File: config.mk
export PLATFORM = sky130hd
export DESIGN_NAME = axi_lite_read_slave
export DESIGN_NICKNAME = d
export VERILOG_FILES = /design/src/rtl/axi_lite_pkg.sv /design/src/rtl/axi_lite_ar_skid.sv /design/src/rtl/axi_lite_read_slave.sv
export SDC_FILE = /design/constraint.sdc
export NUM_CORES = 1
export LEC_CHECK = 0
export BUFFER_PORTS_ARGS = -buffer_cell sky130_fd_sc_hd__buf_4
export CAP_MARGIN = 20
export CORE_UTILIZATION = 38
export DETAILED_ROUTE_END_ITERATION = 16
export GPL_ROUTABILITY_DRIVEN = 0
export PLACE_DENSITY = 0.82
export SYNTH_ARGS = -nofsm -noshare
export SYNTH_HDL_FRONTEND = slang
export SYNTH_SLANG_ARGS = --single-unit
File: constraint.sdc
create_clock -name ACLK -period 1.3 [get_ports ACLK]
set_clock_uncertainty 0.15 [all_clocks]
set_input_delay 0.195 -clock ACLK [delete_from_list [all_inputs] [get_ports ACLK]]
set_output_delay 0.195 -clock ACLK [all_outputs]
set_load 0.01 [all_outputs]
File: src/rtl/axi_lite_pkg.sv
// Shared AXI4-Lite definitions: response codes and the read-side FSM state type.
package axi_lite_pkg;

    localparam logic [1:0] RESP_OKAY   = 2'b00;
    localparam logic [1:0] RESP_EXOKAY = 2'b01;
    localparam logic [1:0] RESP_SLVERR = 2'b10;
    localparam logic [1:0] RESP_DECERR = 2'b11;

    typedef enum logic [1:0] {
        StIdle,
        StReq,
        StWait,
        StResp
    } rd_state_e;

endpackage

File: src/rtl/axi_lite_ar_skid.sv
// One-entry read-address buffer: holds a decoded word index and its error flag
// so a new AR can be accepted while the previous read is still in flight.
module axi_lite_ar_skid #(
    parameter int unsigned IdxW = 4
) (
    input  logic            clk_i,
    input  logic            rst_ni,
    input  logic            load_i,
    input  logic            clear_i,
    input  logic [IdxW-1:0] idx_i,
    input  logic            err_i,
    output logic            valid_o,
    output logic [IdxW-1:0] idx_o,
    output logic            err_o
);

    logic            valid_d, valid_q;
    logic [IdxW-1:0] idx_d, idx_q;
    logic            err_d, err_q;

    // Load wins over clear; the owner never requests both in one cycle.
    always_comb begin
        valid_d = valid_q;
        idx_d   = idx_q;
        err_d   = err_q;
        if (clear_i) begin
            valid_d = 1'b0;
        end
        if (load_i) begin
            valid_d = 1'b1;
            idx_d   = idx_i;
            err_d   = err_i;
        end
    end

    // Buffer storage, synchronous active-low reset empties it.
    always_ff @(posedge clk_i) begin
        if (!rst_ni) begin
            valid_q <= 1'b0;
            idx_q   <= '0;
            err_q   <= 1'b0;
        end else begin
            valid_q <= valid_d;
            idx_q   <= idx_d;
            err_q   <= err_d;
        end
    end

    assign valid_o = valid_q;
    assign idx_o   = idx_q;
    assign err_o   = err_q;

endmodule

File: src/rtl/axi_lite_read_slave.sv
// AXI4-Lite read responder in front of a fixed-latency register bank.
// Optional AXI_LITE_RD_SKID_EN adds a one-entry AR buffer so a second read
// can be accepted while the first is in flight.
module axi_lite_read_slave
    import axi_lite_pkg::*;
#(
    parameter int unsigned           ADDR_WIDTH = 32,
    parameter int unsigned           DATA_WIDTH = 32,
    parameter int unsigned           NUM_REGS   = 16,
    parameter logic [ADDR_WIDTH-1:0] BASE_ADDR  = '0
) (
    input  logic                        ACLK,
    input  logic                        ARESETn,
    input  logic                        ARVALID,
    output logic                        ARREADY,
    input  logic [ADDR_WIDTH-1:0]       ARADDR,
    input  logic [2:0]                  ARPROT,
    output logic                        RVALID,
    input  logic                        RREADY,
    output logic [DATA_WIDTH-1:0]       RDATA,
    output logic [1:0]                  RRESP,
    output logic                        reg_rd_en,
    output logic [$clog2(NUM_REGS)-1:0] reg_rd_addr,
    input  logic [DATA_WIDTH-1:0]       reg_rd_data
);

    localparam int unsigned     IdxW     = $clog2(NUM_REGS);
    localparam int unsigned     WordW    = ADDR_WIDTH - 2;
    localparam logic [WordW-1:0] NumRegsW = WordW'(NUM_REGS);

    rd_state_e             state_d, state_q;
    logic                  err_d, err_q;
    logic                  arready_d, arready_q;
    logic                  rvalid_d, rvalid_q;
    logic [DATA_WIDTH-1:0] rdata_d, rdata_q;
    logic [1:0]            rresp_d, rresp_q;
    logic                  rd_en_d, rd_en_q;
    logic [IdxW-1:0]       rd_addr_d, rd_addr_q;

    logic                  ar_hs, r_hs;
    logic [ADDR_WIDTH-1:0] byte_off;
    logic [WordW-1:0]      word_off;
    logic                  dec_err;
    logic [IdxW-1:0]       dec_idx;
    logic                  unused_bits;

    assign ar_hs = ARVALID && arready_q;
    assign r_hs  = rvalid_q && RREADY;

    // Decode the incoming byte address into a word index; byte lane bits are dropped.
    always_comb begin
        byte_off = ARADDR - BASE_ADDR;
        word_off = byte_off[ADDR_WIDTH-1:2];
        dec_err  = (ARADDR < BASE_ADDR) || (word_off >= NumRegsW);
        dec_idx  = dec_err ? '0 : word_off[IdxW-1:0];
    end

    assign unused_bits = ^{ARPROT, byte_off[1:0]};

`ifdef AXI_LITE_RD_SKID_EN
    logic            skid_load, skid_clear, skid_valid, skid_err;
    logic [IdxW-1:0] skid_idx;

    axi_lite_ar_skid #(
        .IdxW (IdxW)
    ) u_ar_skid (
        .clk_i   (ACLK),
        .rst_ni  (ARESETn),
        .load_i  (skid_load),
        .clear_i (skid_clear),
        .idx_i   (dec_idx),
        .err_i   (dec_err),
        .valid_o (skid_valid),
        .idx_o   (skid_idx),
        .err_o   (skid_err)
    );
`endif

    // Next-state and registered-output logic of the read FSM.
    always_comb begin
        state_d   = state_q;
        err_d     = err_q;
        rvalid_d  = rvalid_q;
        rdata_d   = rdata_q;
        rresp_d   = rresp_q;
        rd_en_d   = 1'b0;
        rd_addr_d = rd_addr_q;
`ifdef AXI_LITE_RD_SKID_EN
        skid_load  = 1'b0;
        skid_clear = 1'b0;
`endif
        unique case (state_q)
            StIdle: begin
                if (ar_hs) begin
                    state_d   = StReq;
                    rd_en_d   = !dec_err;
                    rd_addr_d = dec_idx;
                    err_d     = dec_err;
                end
            end
            StReq: begin
                state_d = StWait;
            end
            StWait: begin
                // Bank data is valid now, one cycle after the strobe was sampled.
                state_d  = StResp;
                rvalid_d = 1'b1;
                rdata_d  = err_q ? '0 : reg_rd_data;
                rresp_d  = err_q ? RESP_SLVERR : RESP_OKAY;
            end
            StResp: begin
                if (r_hs) begin
                    rvalid_d = 1'b0;
                    state_d  = StIdle;
`ifdef AXI_LITE_RD_SKID_EN
                    // Chain straight into the next read: buffered AR first, else a
                    // handshake landing on this very edge.
                    if (skid_valid) begin
                        state_d    = StReq;
                        rd_en_d    = !skid_err;
                        rd_addr_d  = skid_idx;
                        err_d      = skid_err;
                        skid_clear = 1'b1;
                    end else if (ar_hs) begin
                        state_d   = StReq;
                        rd_en_d   = !dec_err;
                        rd_addr_d = dec_idx;
                        err_d     = dec_err;
                    end
`endif
                end
            end
            default: begin
                state_d = StIdle;
            end
        endcase
`ifdef AXI_LITE_RD_SKID_EN
        skid_load = ar_hs && (state_q != StIdle) && !((state_q == StResp) && r_hs);
        arready_d = !((skid_valid && !skid_clear) || skid_load);
`else
        arready_d = (state_d == StIdle);
`endif
    end

    // State and output registers, synchronous active-low reset.
    always_ff @(posedge ACLK) begin
        if (!ARESETn) begin
            state_q   <= StIdle;
            err_q     <= 1'b0;
            arready_q <= 1'b0;
            rvalid_q  <= 1'b0;
            rdata_q   <= '0;
            rresp_q   <= RESP_OKAY;
            rd_en_q   <= 1'b0;
            rd_addr_q <= '0;
        end else begin
            state_q   <= state_d;
            err_q     <= err_d;
            arready_q <= arready_d;
            rvalid_q  <= rvalid_d;
            rdata_q   <= rdata_d;
            rresp_q   <= rresp_d;
            rd_en_q   <= rd_en_d;
            rd_addr_q <= rd_addr_d;
        end
    end

    assign ARREADY     = arready_q;
    assign RVALID      = rvalid_q;
    assign RDATA       = rdata_q;
    assign RRESP       = rresp_q;
    assign reg_rd_en   = rd_en_q;
    assign reg_rd_addr = rd_addr_q;

endmodule

-- Word-level counts from Yosys, hierarchy flattened
Cells that the tools add are included.
- bits in registers: 44
- input port bits: 71
- output and inout bits: 41
- logic and storage cells: 32
- $lt $le $gt $ge: 2
- equality and inequality tests: 4
- multiplexer cells: 8
- reductions and logical operators: 10
- operators with widths (kind ; count):
    $lt 32x1->1 const B ; 1
    $mux 32 ; 1
    $ge 30x5->1 const B ; 1
    $pmux 2 s4 ; 1
    $mux 2 ; 3
    $eq 2x2->1 const B ; 2
    $logic_not 2->1 ; 2
    $mux 4 ; 1
    $reduce_and 2->1 ; 2
    $reduce_and 3->1 ; 1
    $eq 2x1->1 const B ; 1
    $logic_and 1x1->1 ; 2
    $ne 2x2->1 const B ; 1
    $pmux 1 s2 ; 1
    $reduce_bool 2->1 ; 1
    $logic_not 1->1 ; 1
    $logic_or 1x1->1 ; 1
    $mux 1 ; 1

-- Depth between registers and ports, before layout
- word-level depth: 4
- gate-level depth with buffers: 5
- mapped depth without buffers: 3

-- Least setup slack after synthesis
Ideal clock, no wire load.
- path kind: register to register
- start point: reg state_q[0]
- end point: reg err_q
- library setup time: 0.120 ns
- arrival time: 0.984 ns
- required time: 1.030 ns
- setup slack: 0.047 ns
- cell stages (with the launch flop): 5
- buffers on the path: 1
- period minus slack after synthesis: 1.253 ns
- cell sequence: dfxtp_1 > and4bb_1 > buf_6 > o21a_1 > o31a_1
- word-level cells in the longest chain between the ends: 2
- ends and longest elaborated chain (what ; line ; RTL):
    from (decl) ; axi_lite_read_slave.sv:31 ; rd_state_e state_d, state_q;
    from (signal assigned) ; axi_lite_read_slave.sv:148 ; state_q <= StIdle;
    from (signal assigned) ; axi_lite_read_slave.sv:157 ; state_q <= state_d;
    $logic_not 2->1 ; axi_lite_read_slave.sv:92 ; unique case (state_q)
    $reduce_and 2->1 (no line) ; n/a ;
    to (signal assigned) ; axi_lite_read_slave.sv:158 ; err_q <= err_d;
    to (decl) ; axi_lite_read_slave.sv:32 ; logic err_d, err_q;
Every way passes these cells.
A chain may end at the register's enable or synchronous reset.

-- Final worst setup path
- start point: reg state_q[1]
- end point: reg rd_addr_q[1] (netlist: reg_rd_addr[1])
- word-level cells in the longest chain between the ends: 2
- ends and longest elaborated chain (what ; line ; RTL):
    $logic_not 2->1 ; axi_lite_read_slave.sv:92 ;
    $reduce_and 2->1 (no line) ; n/a ;
    to (signal assigned) ; axi_lite_read_slave.sv:164 ; rd_addr_q <= rd_addr_d;
    to (decl) ; axi_lite_read_slave.sv:38 ; logic [IdxW-1:0] rd_addr_d, rd_addr_q;
Every way passes these cells.

==> run_summary.xml <==
<?xml version="1.0" encoding="UTF-8"?>
<metrics>
  <group name="place">
    <metric name="place.port_buffers" unit="">105</metric>
    <metric name="place_worst_setup_slack" unit="ns">-0.169</metric>
    <metric name="dp_hpwl" unit="um">3470</metric>
    <metric name="place_area" unit="um^2">2730</metric>
  </group>
  <group name="min_path">
    <metric name="min_path_cells" unit="">3</metric>
    <metric name="hold_path.class" unit="">in2reg</metric>
  </group>
  <group name="global_routing">
    <metric name="maximum_number_of_pins_on_one_net_before_global_route_repair" unit="">35</metric>
    <metric name="wire_length_of_the_first_global_routing_pass" unit="um">7530</metric>
    <metric name="number_of_global_route_vias_before_repair" unit="">1632</metric>
    <metric name="antenna_found_initial" unit="">0</metric>
    <metric name="global_route.overflow_total" unit="">0</metric>
    <metric name="grt_use_total" unit="">0.188</metric>
  </group>
  <group name="detailed_routing">
    <metric name="wirelength" unit="um">5060</metric>
    <metric name="num_vias" unit="">1854</metric>
    <metric name="final_antenna_net_count" unit="">0</metric>
    <metric name="avgViaCountPerCell" unit="">5.05</metric>
    <metric name="first_iter_violations" unit="">84</metric>
    <metric name="detail_route.drc_violations" unit="">0</metric>
    <metric name="dr.pass1.iters" unit="">4</metric>
    <metric name="routedWlPerCell" unit="um">13.8</metric>
  </group>
  <group name="clock_network">
    <metric name="cts-buffers-inserted" unit="">5</metric>
    <metric name="numClockSinks" unit="">43</metric>
    <metric name="htreeDepth" unit="">2</metric>
    <metric name="clk_latency" unit="ns">0.29</metric>
    <metric name="buffer_depth_of_the_longest_clock_path" unit="">2</metric>
    <metric name="tritoncts" unit="">done</metric>
    <metric name="hold_buffer_count_at_cts" unit="">0</metric>
    <metric name="clk_transition_reported_paths" unit="ns">0.08</metric>
    <metric name="clockRootBuffer" unit="">sky130_fd_sc_hd__clkbuf_8</metric>
  </group>
  <group name="cells_and_area">
    <metric name="num-nets-final" unit="">383</metric>
    <metric name="mostFrequentLayoutCells" unit="">sky130_fd_sc_hd__buf_4, sky130_fd_sc_hd__dfxtp_1, sky130_fd_sc_hd__nand2_1</metric>
    <metric name="final_cell_area" unit="um^2">2930</metric>
    <metric name="mostFrequentLayoutCell" unit="">sky130_fd_sc_hd__buf_4</metric>
    <metric name="area_growth_syn_to_layout" unit="%">58.5</metric>
    <metric name="share_of_final_layout_standard_cells_stronger_than_drive_strength_1" unit="">0.527</metric>
    <metric name="fillCellCount" unit="">391</metric>
    <metric name="n_antenna_cell" unit="">0</metric>
  </group>
  <group name="worst_setup_path">
    <metric name="reg2reg_depth" unit="">4</metric>
    <metric name="cp_slowest_stage_delay" unit="ns">0.34</metric>
    <metric name="crit_buf_inv" unit="">1</metric>
    <metric name="critical_path.max_fanout" unit="">6</metric>
    <metric name="worst-setup-path-type" unit="">reg2reg</metric>
    <metric name="cpLargestDelayFamily" unit="">simple AND/OR/NAND/NOR gates</metric>
    <metric name="worstSetupStartpointType" unit="">flip-flop</metric>
    <metric name="timing.critical_path.slowest_stage_cell" unit="">sky130_fd_sc_hd__dfxtp_2</metric>
    <metric name="worstPathCellList" unit="">and4bb_1, buf_6, nand3_2, o32ai_2</metric>
    <metric name="crit_arrival" unit="ns">1.39</metric>
    <metric name="worst_ep_required_time" unit="ns">1.35</metric>
    <metric name="critPathCaptureType" unit="">flip-flop</metric>
    <metric name="crit_cells" unit="">4</metric>
  </group>
  <group name="status">
    <metric name="outcome" unit="">complete, but fails checks</metric>
    <metric name="violations" unit="">setup timing</metric>
  </group>
  <group name="pwr">
    <metric name="total_leakage_power" unit="nW">1.22</metric>
    <metric name="power-per-cell-area" unit="nW/um^2">1020</metric>
    <metric name="vdd_ir_drop_max" unit="uV">493</metric>
  </group>
  <group name="run">
    <metric name="max-cap-violations" unit="">0</metric>
  </group>
  <group name="yosys">
    <metric name="synth.yosys.warnings" unit="">0</metric>
    <metric name="synthesis.instances" unit="">200</metric>
    <metric name="synth_area_per_cell" unit="um^2">9.25</metric>
    <metric name="synth_cell_type_count" unit="">27</metric>
    <metric name="synth-seq-area-share" unit="">0.465</metric>
    <metric name="synth-seq-cells" unit="">43</metric>
    <metric name="synth_area_leaders" unit="">sky130_fd_sc_hd__dfxtp_1, sky130_fd_sc_hd__nand3b_1, sky130_fd_sc_hd__nand2_1</metric>
    <metric name="synthDominantAreaCellType" unit="">sky130_fd_sc_hd__dfxtp_1</metric>
    <metric name="post_synth_instance_area" unit="um^2">1850</metric>
    <metric name="synth_largest_type_area_fraction" unit="">0.465</metric>
    <metric name="mappedNetlistNets" unit="">271</metric>
  </group>
  <group name="floorplan">
    <metric name="fp-row-count" unit="">25</metric>
    <metric name="die_h" unit="um">71.8</metric>
    <metric name="effective_utilization_at_floorplan" unit="">0.394</metric>
    <metric name="num_io_pins" unit="">112</metric>
    <metric name="placeableCoreArea" unit="um^2">4690</metric>
    <metric name="dieArea" unit="um^2">5150</metric>
    <metric name="dieWidth" unit="um">71.8</metric>
  </group>
  <group name="sta">
    <metric name="timing.final.hold_violations" unit="">0</metric>
    <metric name="fmaxAchievable" unit="MHz">749</metric>
    <metric name="final_critical_path_share_of_the_clock_period" unit="">1.03</metric>
    <metric name="setup-violations-final" unit="">1</metric>
    <metric name="drv_slew" unit="">0</metric>
    <metric name="final.setup.worst_slack" unit="ns">-0.0346</metric>
    <metric name="finalCriticalPeriod" unit="ns">1.33</metric>
    <metric name="unrepaired_setup_endpoints_after_global_routing" unit="">yes</metric>
  </group>
</metrics>
-- what timing repair did --
action                                  CTS  global route
endpoints found under the setup margin    8            38
setup buffers                             2             0
gates resized for setup                   5             8
pin swaps                                 1            13
gates cloned                              0             2
-- flip-flops by register name (all words and copies together), names as in the netlist --
name / count
RVALID: 1
reg_rd_en: 1
RDATA: 32
err_q: 1
RRESP: 1
state_q: 2
ARREADY: 1
reg_rd_addr: 4
-- logic make-up (layout without fill, tap and decap cells) --
family,Yosys count,count (layout),synth area share
AOI/OAI and AO/OA,42,42,0.142
buffers and inverters,18,131,0.0609
DFF,43,43,0.465
other,1,1,0.00203
and+or+nand+nor,96,96,0.329
-- path summary, 6_finish.rpt --
kind,start,end,slack (ns)
min,reg_rd_data[26],RDATA[26],0.01
max reg2reg,state_q[1],reg_rd_addr[1],-0.03
max,state_q[1],reg_rd_addr[1],-0.03
min reg2reg,RDATA[9],RDATA[9],0.30
-- through the flow --
step / TNS, ns / instances / total power, mW / hold slack (ns) / utilization
2_1_floorplan: 0 / 200 / 1.79 / 0.189 / -
3_3_place_gp: -0.402 / 355 / 2.13 / 0.288 / 0.583
3_5_place_dp: -0.822 / 355 / 2.14 / 0.294 / 0.583
4_1_cts: -0.108 / 365 / 2.96 / 0.00653 / 0.610
5_1_grt: -0.743 / 367 / 3.14 / 0.00911 / 0.625
6_report: -0.0346 / 367 / 2.98 / 0.0145 / 0.625
-- routing by layer --
metal	up-vias	wire length (um)	track usage
li1	921	-	-
met1	861	2170	0.224
met2	64	2500	0.321
met3	8	324	0.0492
met4	0	72	0.0806
met5	-	0	0
-- power by group --
group | leakage (nW) | total, mW | internal [mW] | switching, mW
Combinational | 0.823 | 0.747 | 0.421 | 0.326
Clock | 0.0477 | 0.808 | 0.368 | 0.440
Sequential | 0.349 | 1.43 | 1.39 | 0.0386
Total | 1.22 | 2.98 | 2.18 | 0.805
-- cell usage after synthesis --
cell and n:
sky130_fd_sc_hd__nor2b_1 1, sky130_fd_sc_hd__nor2_1 5, sky130_fd_sc_hd__nand3_2 4, sky130_fd_sc_hd__nor4_2 2
sky130_fd_sc_hd__o31a_1 1, sky130_fd_sc_hd__buf_6 4, sky130_fd_sc_hd__inv_2 1, sky130_fd_sc_hd__nand4_2 1
sky130_fd_sc_hd__nand2b_1 1, sky130_fd_sc_hd__a21oi_1 27, sky130_fd_sc_hd__dfxtp_1 43, sky130_fd_sc_hd__conb_1 1
sky130_fd_sc_hd__buf_2 6, sky130_fd_sc_hd__nor4_4 1, sky130_fd_sc_hd__nor4_1 4, sky130_fd_sc_hd__o32ai_1 4
sky130_fd_sc_hd__and3_1 1, sky130_fd_sc_hd__buf_4 2, sky130_fd_sc_hd__o21a_1 1, sky130_fd_sc_hd__nand3_1 3
sky130_fd_sc_hd__and4bb_1 1, sky130_fd_sc_hd__o22ai_1 1, sky130_fd_sc_hd__a21oi_2 8, sky130_fd_sc_hd__nand3b_2 8
sky130_fd_sc_hd__nand3b_1 24, sky130_fd_sc_hd__clkbuf_1 5, sky130_fd_sc_hd__nand2_1 40
-- final cells by class --
type | instances | area (um^2) | area share
repair buffers | 122 | 986 | 0.336
multi-input cells | 139 | 926 | 0.316
flip-flops and latches | 43 | 863 | 0.295
clock buffers | 5 | 68.8 | 0.0235
well taps | 54 | 67.6 | 0.0231
clock inverters | 3 | 15.0 | 0.00512
inverters | 1 | 3.75 | 0.00128
-- worst register-to-register path, cell delays in order, from the launching register on --
cell                       delay [ns]
sky130_fd_sc_hd__dfxtp_2         0.34
sky130_fd_sc_hd__and4bb_1        0.31
sky130_fd_sc_hd__buf_6           0.15
sky130_fd_sc_hd__nand3_2         0.09
sky130_fd_sc_hd__o32ai_2         0.22
Note: power is estimated with default switching activity, not from simulation.
